$ cat src/rtl/ram_port_arbiter_if.sv
// Bus bundle between the fetch/data requesters, the arbiter and the single-ported RAM.
// The arbiter takes the slave view; the requesters and RAM together form the master view.
interface ram_port_arbiter_if #(
    parameter int ADDR_W = 32,
    parameter int DATA_W = 32
);
    logic              iREN;
    logic [ADDR_W-1:0] iaddr;
    logic              iwait;
    logic [DATA_W-1:0] iload;

    logic              dREN;
    logic              dWEN;
    logic [ADDR_W-1:0] daddr;
    logic [DATA_W-1:0] dstore;
    logic              dwait;
    logic [DATA_W-1:0] dload;

    logic              ramREN;
    logic              ramWEN;
    logic [ADDR_W-1:0] ramaddr;
    logic [DATA_W-1:0] ramstore;
    logic [DATA_W-1:0] ramload;
    logic [1:0]        ramstate;
    logic              ram_err;

    modport slave (
        input  iREN, iaddr, dREN, dWEN, daddr, dstore, ramload, ramstate,
        output iwait, iload, dwait, dload, ramREN, ramWEN, ramaddr, ramstore, ram_err
    );

    modport master (
        output iREN, iaddr, dREN, dWEN, daddr, dstore, ramload, ramstate,
        input  iwait, iload, dwait, dload, ramREN, ramWEN, ramaddr, ramstore, ram_err
    );
endinterface

$ cat src/rtl/ram_port_arbiter.sv
// Grants the single RAM port to either the data path (preferred) or instruction fetch,
// with a completion-streak limit so fetch cannot be starved by back-to-back data accesses.
module ram_port_arbiter #(
    parameter int ADDR_W      = 32,
    parameter int DATA_W      = 32,
    parameter int MAX_DSTREAK = 4
) (
    input  logic                 CLK,
    input  logic                 nRST,
    ram_port_arbiter_if.slave    bus
);
    localparam int SW = $clog2(MAX_DSTREAK + 1);
    localparam logic [SW-1:0] DMAX = SW'(MAX_DSTREAK);

    localparam logic [1:0] RS_ACCESS = 2'd2;
    localparam logic [1:0] RS_ERROR  = 2'd3;

    typedef enum logic [1:0] {
        IDLE = 2'd0,
        DGNT = 2'd1,
        IGNT = 2'd2
    } state_t;

    state_t          state, state_nxt;
    logic [SW-1:0]   dstreak, dstreak_nxt;
    logic            ram_err_q;
    logic            dreq;
    logic            access;

    function automatic state_t arbitrate(input logic d, input logic i, input logic [SW-1:0] streak);
        if (d && !(i && streak == DMAX)) begin
            return DGNT;
        end else if (i) begin
            return IGNT;
        end
        return IDLE;
    endfunction

    assign dreq   = bus.dREN | bus.dWEN;
    assign access = (bus.ramstate == RS_ACCESS);

    assign bus.iload   = bus.ramload;
    assign bus.dload   = bus.ramload;
    assign bus.ram_err = ram_err_q;

    always_ff @(posedge CLK or negedge nRST) begin
        if (!nRST) begin
            state     <= IDLE;
            dstreak   <= '0;
            ram_err_q <= 1'b0;
        end else begin
            state   <= state_nxt;
            dstreak <= dstreak_nxt;
            if (state != IDLE && bus.ramstate == RS_ERROR) begin
                ram_err_q <= 1'b1;
            end
        end
    end

    // RAM controls decode from the current grant and the live request, so a dropped
    // request or a mid-grant address change reaches the RAM in the same cycle.
    always_comb begin
        state_nxt    = state;
        dstreak_nxt  = dstreak;
        bus.ramREN   = 1'b0;
        bus.ramWEN   = 1'b0;
        bus.ramaddr  = {ADDR_W{1'b0}};
        bus.ramstore = {DATA_W{1'b0}};
        bus.iwait    = 1'b1;
        bus.dwait    = 1'b1;

        case (state)
            IDLE: begin
                state_nxt = arbitrate(dreq, bus.iREN, dstreak);
            end
            DGNT: begin
                bus.ramaddr  = bus.daddr;
                bus.ramstore = bus.dstore;
                if (bus.dWEN) begin
                    bus.ramWEN = 1'b1;
                end else if (bus.dREN) begin
                    bus.ramREN = 1'b1;
                end
                if (!dreq) begin
                    state_nxt = IDLE;
                end else if (access) begin
                    bus.dwait = 1'b0;
                    if (bus.iREN) begin
                        dstreak_nxt = (dstreak == DMAX) ? DMAX : dstreak + 1'b1;
                    end else begin
                        dstreak_nxt = '0;
                    end
                    // Arbitrate on the updated streak so the limit counts this completion.
                    state_nxt = arbitrate(dreq, bus.iREN, dstreak_nxt);
                end
            end
            IGNT: begin
                bus.ramaddr = bus.iaddr;
                if (!bus.iREN) begin
                    state_nxt = IDLE;
                end else begin
                    bus.ramREN = 1'b1;
                    if (access) begin
                        bus.iwait   = 1'b0;
                        dstreak_nxt = '0;
                        state_nxt   = arbitrate(dreq, bus.iREN, '0);
                    end
                end
            end
            default: begin
                state_nxt = IDLE;
            end
        endcase
    end
endmodule
$ cat src/flat_wrapper.sv
// flat-port wrapper written by rule: the top's interface ports become plain ports
module ram_port_arbiter_flat 
#(
    parameter int ADDR_W      = 32,
    parameter int DATA_W      = 32,
    parameter int MAX_DSTREAK = 4
)
  (CLK, nRST, bus_iREN, bus_iaddr, bus_dREN, bus_dWEN, bus_daddr, bus_dstore, bus_ramload, bus_ramstate, bus_iwait, bus_iload, bus_dwait, bus_dload, bus_ramREN, bus_ramWEN, bus_ramaddr, bus_ramstore, bus_ram_err);
  ram_port_arbiter_if #(.ADDR_W(ADDR_W), .DATA_W(DATA_W)) bus_i ();
  input  logic CLK;
  input  logic nRST;
  input wire logic [$bits(bus_i.iREN)-1:0] bus_iREN;
  input wire logic [$bits(bus_i.iaddr)-1:0] bus_iaddr;
  input wire logic [$bits(bus_i.dREN)-1:0] bus_dREN;
  input wire logic [$bits(bus_i.dWEN)-1:0] bus_dWEN;
  input wire logic [$bits(bus_i.daddr)-1:0] bus_daddr;
  input wire logic [$bits(bus_i.dstore)-1:0] bus_dstore;
  input wire logic [$bits(bus_i.ramload)-1:0] bus_ramload;
  input wire logic [$bits(bus_i.ramstate)-1:0] bus_ramstate;
  output wire logic [$bits(bus_i.iwait)-1:0] bus_iwait;
  output wire logic [$bits(bus_i.iload)-1:0] bus_iload;
  output wire logic [$bits(bus_i.dwait)-1:0] bus_dwait;
  output wire logic [$bits(bus_i.dload)-1:0] bus_dload;
  output wire logic [$bits(bus_i.ramREN)-1:0] bus_ramREN;
  output wire logic [$bits(bus_i.ramWEN)-1:0] bus_ramWEN;
  output wire logic [$bits(bus_i.ramaddr)-1:0] bus_ramaddr;
  output wire logic [$bits(bus_i.ramstore)-1:0] bus_ramstore;
  output wire logic [$bits(bus_i.ram_err)-1:0] bus_ram_err;
  assign bus_i.iREN = bus_iREN;
  assign bus_i.iaddr = bus_iaddr;
  assign bus_i.dREN = bus_dREN;
  assign bus_i.dWEN = bus_dWEN;
  assign bus_i.daddr = bus_daddr;
  assign bus_i.dstore = bus_dstore;
  assign bus_i.ramload = bus_ramload;
  assign bus_i.ramstate = bus_ramstate;
  assign bus_iwait = bus_i.iwait;
  assign bus_iload = bus_i.iload;
  assign bus_dwait = bus_i.dwait;
  assign bus_dload = bus_i.dload;
  assign bus_ramREN = bus_i.ramREN;
  assign bus_ramWEN = bus_i.ramWEN;
  assign bus_ramaddr = bus_i.ramaddr;
  assign bus_ramstore = bus_i.ramstore;
  assign bus_ram_err = bus_i.ram_err;
  ram_port_arbiter #(.ADDR_W(ADDR_W), .DATA_W(DATA_W), .MAX_DSTREAK(MAX_DSTREAK)) u_core (.CLK(CLK), .nRST(nRST), .bus(bus_i));
endmodule
$ cat config.mk
export PLATFORM = sky130hd
export DESIGN_NAME = ram_port_arbiter_flat
export DESIGN_NICKNAME = d
export VERILOG_FILES = /design/src/rtl/ram_port_arbiter_if.sv /design/src/rtl/ram_port_arbiter.sv /design/src/flat_wrapper.sv
export SDC_FILE = /design/constraint.sdc
export NUM_CORES = 1
export LEC_CHECK = 0
export ABC_AREA = 1
export CORE_AREA = 2 2 104 106
export CTS_CLUSTER_DIAMETER = 100
export DETAILED_ROUTE_END_ITERATION = 10
export DIE_AREA = 0 0 106 108
export RECOVER_POWER = 50
export SLEW_MARGIN = 20
export SYNTH_ARGS = -nofsm -noshare
export SYNTH_HDL_FRONTEND = slang
export SYNTH_SLANG_ARGS = --single-unit
$ cat constraint.sdc
create_clock -name CLK -period 4.25 [get_ports CLK]
set_clock_uncertainty 0.2 [all_clocks]
set_input_delay 0.6375 -clock CLK [delete_from_list [all_inputs] [get_ports CLK]]
set_output_delay 0.6375 -clock CLK [all_outputs]
set_load 0.02 [all_outputs]
After elaboration in Yosys (flattened, before gate mapping) --
Cells that the tools add are included.
Operators by class: $add $sub $neg 1, eq/ne operators 12, multiplexer cells 44, bitwise logic cells 1, reduce and logical (&&, ||, !) cells 12
Operator list (count):
- one-hot mux 32 bit (2 select lines) | 1
- 2-to-1 mux 32 bit | 1
- 2-to-1 mux 3 bit | 9
- 2-to-1 mux 2 bit | 11
- 2-to-1 mux 1 bit | 19
- equality test 2 bit (second input constant) | 3
- equality test 3 bit (second input constant) | 2
- inequality test 2 x 1 -> 1 bit (second input constant) | 3
- one-hot mux 2 bit (3 select lines) | 1
- one-hot mux 3 bit (2 select lines) | 1
- logical AND 1 bit | 5
- AND reduction 5 bit | 1
- nonzero test 2 bit | 2
- adder 3 x 1 -> 3 bit (second input constant) | 1
- inequality test 3 x 2 -> 1 bit (second input constant) | 1
- inequality test 3 bit (second input constant) | 1
- equality test 2 x 1 -> 1 bit (second input constant) | 1
- logical NOT 1 bit | 2
- logical NOT 2 bit | 1
- inequality test 2 bit (second input constant) | 1
- one-hot mux 1 bit (2 select lines) | 1
- AND reduction 2 bit | 1
- bitwise OR 1 bit | 1
Storage, ports and cells: flip-flop bits (word level) 6, input port bits 135, output and inout bits 133

Longest topological paths before layout --
word-level depth 18, mapped depth 10

Worst setup path after synthesis --
OpenSTA, ideal clock, no wires.
path type reg2out, start register u_core.state[0], end output port bus_ramaddr[21], arrival time 1.328 ns, data required time 3.412 ns, path slack 2.085 ns, cell stages (with the launch flop) 7, path through dfrtp_1 inv_1 ha_1 buf_6 buf_2 nand2_1 a21oi_1
Between the ends: cells in the longest elaborated chain, start to end 2, elaborated cells between the ends (all ways) 3, classes of those cells 2 x eq/ne; 1 x mux
Ends and longest elaborated chain:
- start: declaration | line ram_port_arbiter.sv:24 | state_t state, state_nxt;
- start signal: assignment | line ram_port_arbiter.sv:52 | state <= state_nxt;
- equality test 2 bit or equality test 2 x 1 -> 1 bit (tied branches)
- one-hot mux 32 bit (2 select lines) * | line ram_port_arbiter.sv:72 | case (state)
- end: declaration | line flat_wrapper.sv:26 | output wire logic [$bits(bus_i.ramaddr)-1:0] bus_ramaddr;
Every way passes the cells marked *; elsewhere a longest branch is shown, timed or not.

Final worst setup path --
start register u_core.state[0], end output port bus_ramaddr[0]
The elaborated chain is that of the path after synthesis.

==> results_dict.tcl <==
set metrics [dict create \
    rows 37 \
    antenna_cells 0 \
    synth.distinct_cells 20 \
    min_from "u_core.bus.ram_err" \
    post-cts-setup-buffer-count 0 \
    cts_made_buffers 3 \
    async_flop_share_pct 100 \
    r2r_cells 9 \
    slew_headroom_pct 55.3 \
    fmax_mhz 298 \
    htreeDepth 1 \
    dieArea_mm2 0.0114 \
    gp_congestion 0.824 \
    vias 2081 \
    hp-class "flop to flop" \
    finalHoldWorstSlack_ns 0.264 \
    end_kind "output pin" \
    drive_above_1_share_pct 4.78 \
    start_util_pct 17.2 \
    gr-total-overflow 0 \
    cts_hold_buf 0 \
    critPathRequiredTime_ns 3.41 \
    hold_viol 0 \
    critPathKind "flop to output pin" \
    grt_max_degree 70 \
    finalNetCount 561 \
    critPathTopFamily "buffers and inverters" \
    worst_slew_pin_slew_ns 0.671 \
    netlist_area_mm2 0.00176 \
    regToRegEndpoint "u_core.dstreak[0]" \
    r2r_start "u_core.state[1]" \
    setup_tns_ns 0 \
    setup_ws_ns 0.895 \
    path_cells "inv_1, ha_1, buf_4, nand2_1, a21oi_1, clkdlybuf4s50_1" \
    ys_seq_area_share_pct 8.52 \
    critPathSlowestCell "clkdlybuf4s50_1" \
    core_mm2 0.0102 \
    clk_path_buf_depth 2 \
    worstSkewPairLatency_ns 0.22 \
    avgSynthCellArea_um2 5.51 \
    power_mw 1.43 \
    period_share_pct 78.9 \
    syn_to_final_growth_pct 78.3 \
    drc 0 \
    crit_start "u_core.state[0]" \
    crit_buf_inv 3 \
    synth_top_area_share_pct 29.0 \
    setup_viol 0 \
    drv_cap 0 \
    drt-total-wl_mm 7.03 \
    ff2ff_setup_slack_ns 2.21 \
    synth_flop_cell "dfrtp_1" \
    ys_warn_count 0 \
    cts_tree "done" \
    yosysMostFrequentCell "nand2_1" \
    yosys.area.top_type "buf_4" \
    p_leak_nw 1.44 \
    die_w_um 106 \
    place_ws_ns 1.07 \
    die_h_um 108 \
    boundaryPins 268 \
    min_to "u_core.bus.ram_err" \
    ctsResizeCount 0 \
    synth_cells 320 \
    synthTopCellsByCount "nand2_1, buf_4, inv_1" \
    detail_route.wl_per_cell_um 12.7 \
    startpoint_type "flop" \
    synth_edf_count 0 \
    cp_max_fo 27 \
    syn-num-nets 461 \
    grt_pass1_vias 2131 \
    numPortBuffers 171 \
    ys_ff_latch 6 \
    slew_viol_final 0 \
    grt_setup_unrepaired "false" \
    drt-initial-drc-count 120 \
    cts_root_buf "clkbuf_8" \
    first_pass_iters 4 \
    antenna_found_initial 0 \
    cp.arrival_ns 2.52 \
    power_density_mw_per_mm2 454 \
    fin_crit_ns 3.35 \
    track_usage_pct 11.4 \
    dpl.hpwl_mm 5.52 \
    synthTopCellsByArea "buf_4, nand2_1, inv_1" \
    viasPerCell 3.76 \
    cts_sinks 6 \
    holdPathStages 1 \
    grt_pass1_wl_mm 10.6 \
    outcome "finished clean" \
    antenna_left 0 \
    ir_drop_uv 314 \
    clk_pin_slew_ns 0.03 \
    max_stage_delay_ns 0.64 \
]
[registers in the layout, indices dropped and copies added (netlist names)]
signal              flops
u_core.dstreak          3
u_core.state            2
u_core.bus.ram_err      1
[power by group]
part           internal, mW  switching [mW]  leakage, nW
clock network        0.0607          0.0234       0.0216
registers            0.0736          0.0199       0.0745
logic                 0.538           0.712         1.35
[kinds of logic after synthesis]
logic type	after synthesis	synth area share (%)
simple gates	139	32.0
buf+inv	129	42.9
compound gates	40	12.4
fa+ha+maj	6	4.26
flops	6	8.52
[layer usage]
layer,GRT usage (%),routed length [um]
met5,0,0
met4,4.51,251
met3,2.23,460
met2,20.5,3530
met1,13.4,2790
[cell type report]
type	count	area, um^2
repair buffers	174	1730
fillers	1138	7090
clock buffers	3	41.3
well taps	136	170
flip-flops and latches	6	150
multi-input cells	185	858
inverters	50	188
[cells in the final DEF, fill, tap and decap left out]
master	n
clkdlybuf4s50_1	168
clkbuf_8	3
nand3_1	5
o21ai_1	1
a21oi_2	1
dlygate4sd3_1	3
nand2_1	122
nor2_2	1
nor2_1	4
ha_1	5
a21oi_1	35
o21a_1	1
dfrtp_1	6
ha_2	1
nor2_4	3
inv_2	2
nand2_2	4
buf_4	3
a31o_2	1
inv_1	48
o211ai_2	1
[stage by stage]
step	cell area, um^2	cells	util (%)
after CTS	3140	554	30.7
after detailed placement	3100	551	30.3
after floorplan	1760	320	-
after global routing	3140	554	30.7
after global placement	3100	551	30.3
final	3140	554	30.7
[worst max-delay path by stage]
stage	to	slack, ns	cells past startpoint
2_1_floorplan	bus_ramaddr[21]	2.08	6
3_3_place_gp	bus_ramaddr[0]	1.10	6
3_5_place_dp	bus_ramaddr[0]	1.07	6
4_1_cts	bus_ramaddr[0]	0.81	6
5_1_grt	bus_ramaddr[0]	0.69	6
6_report	bus_ramaddr[0]	0.90	6
Note: power is estimated with default switching activity, not from simulation.
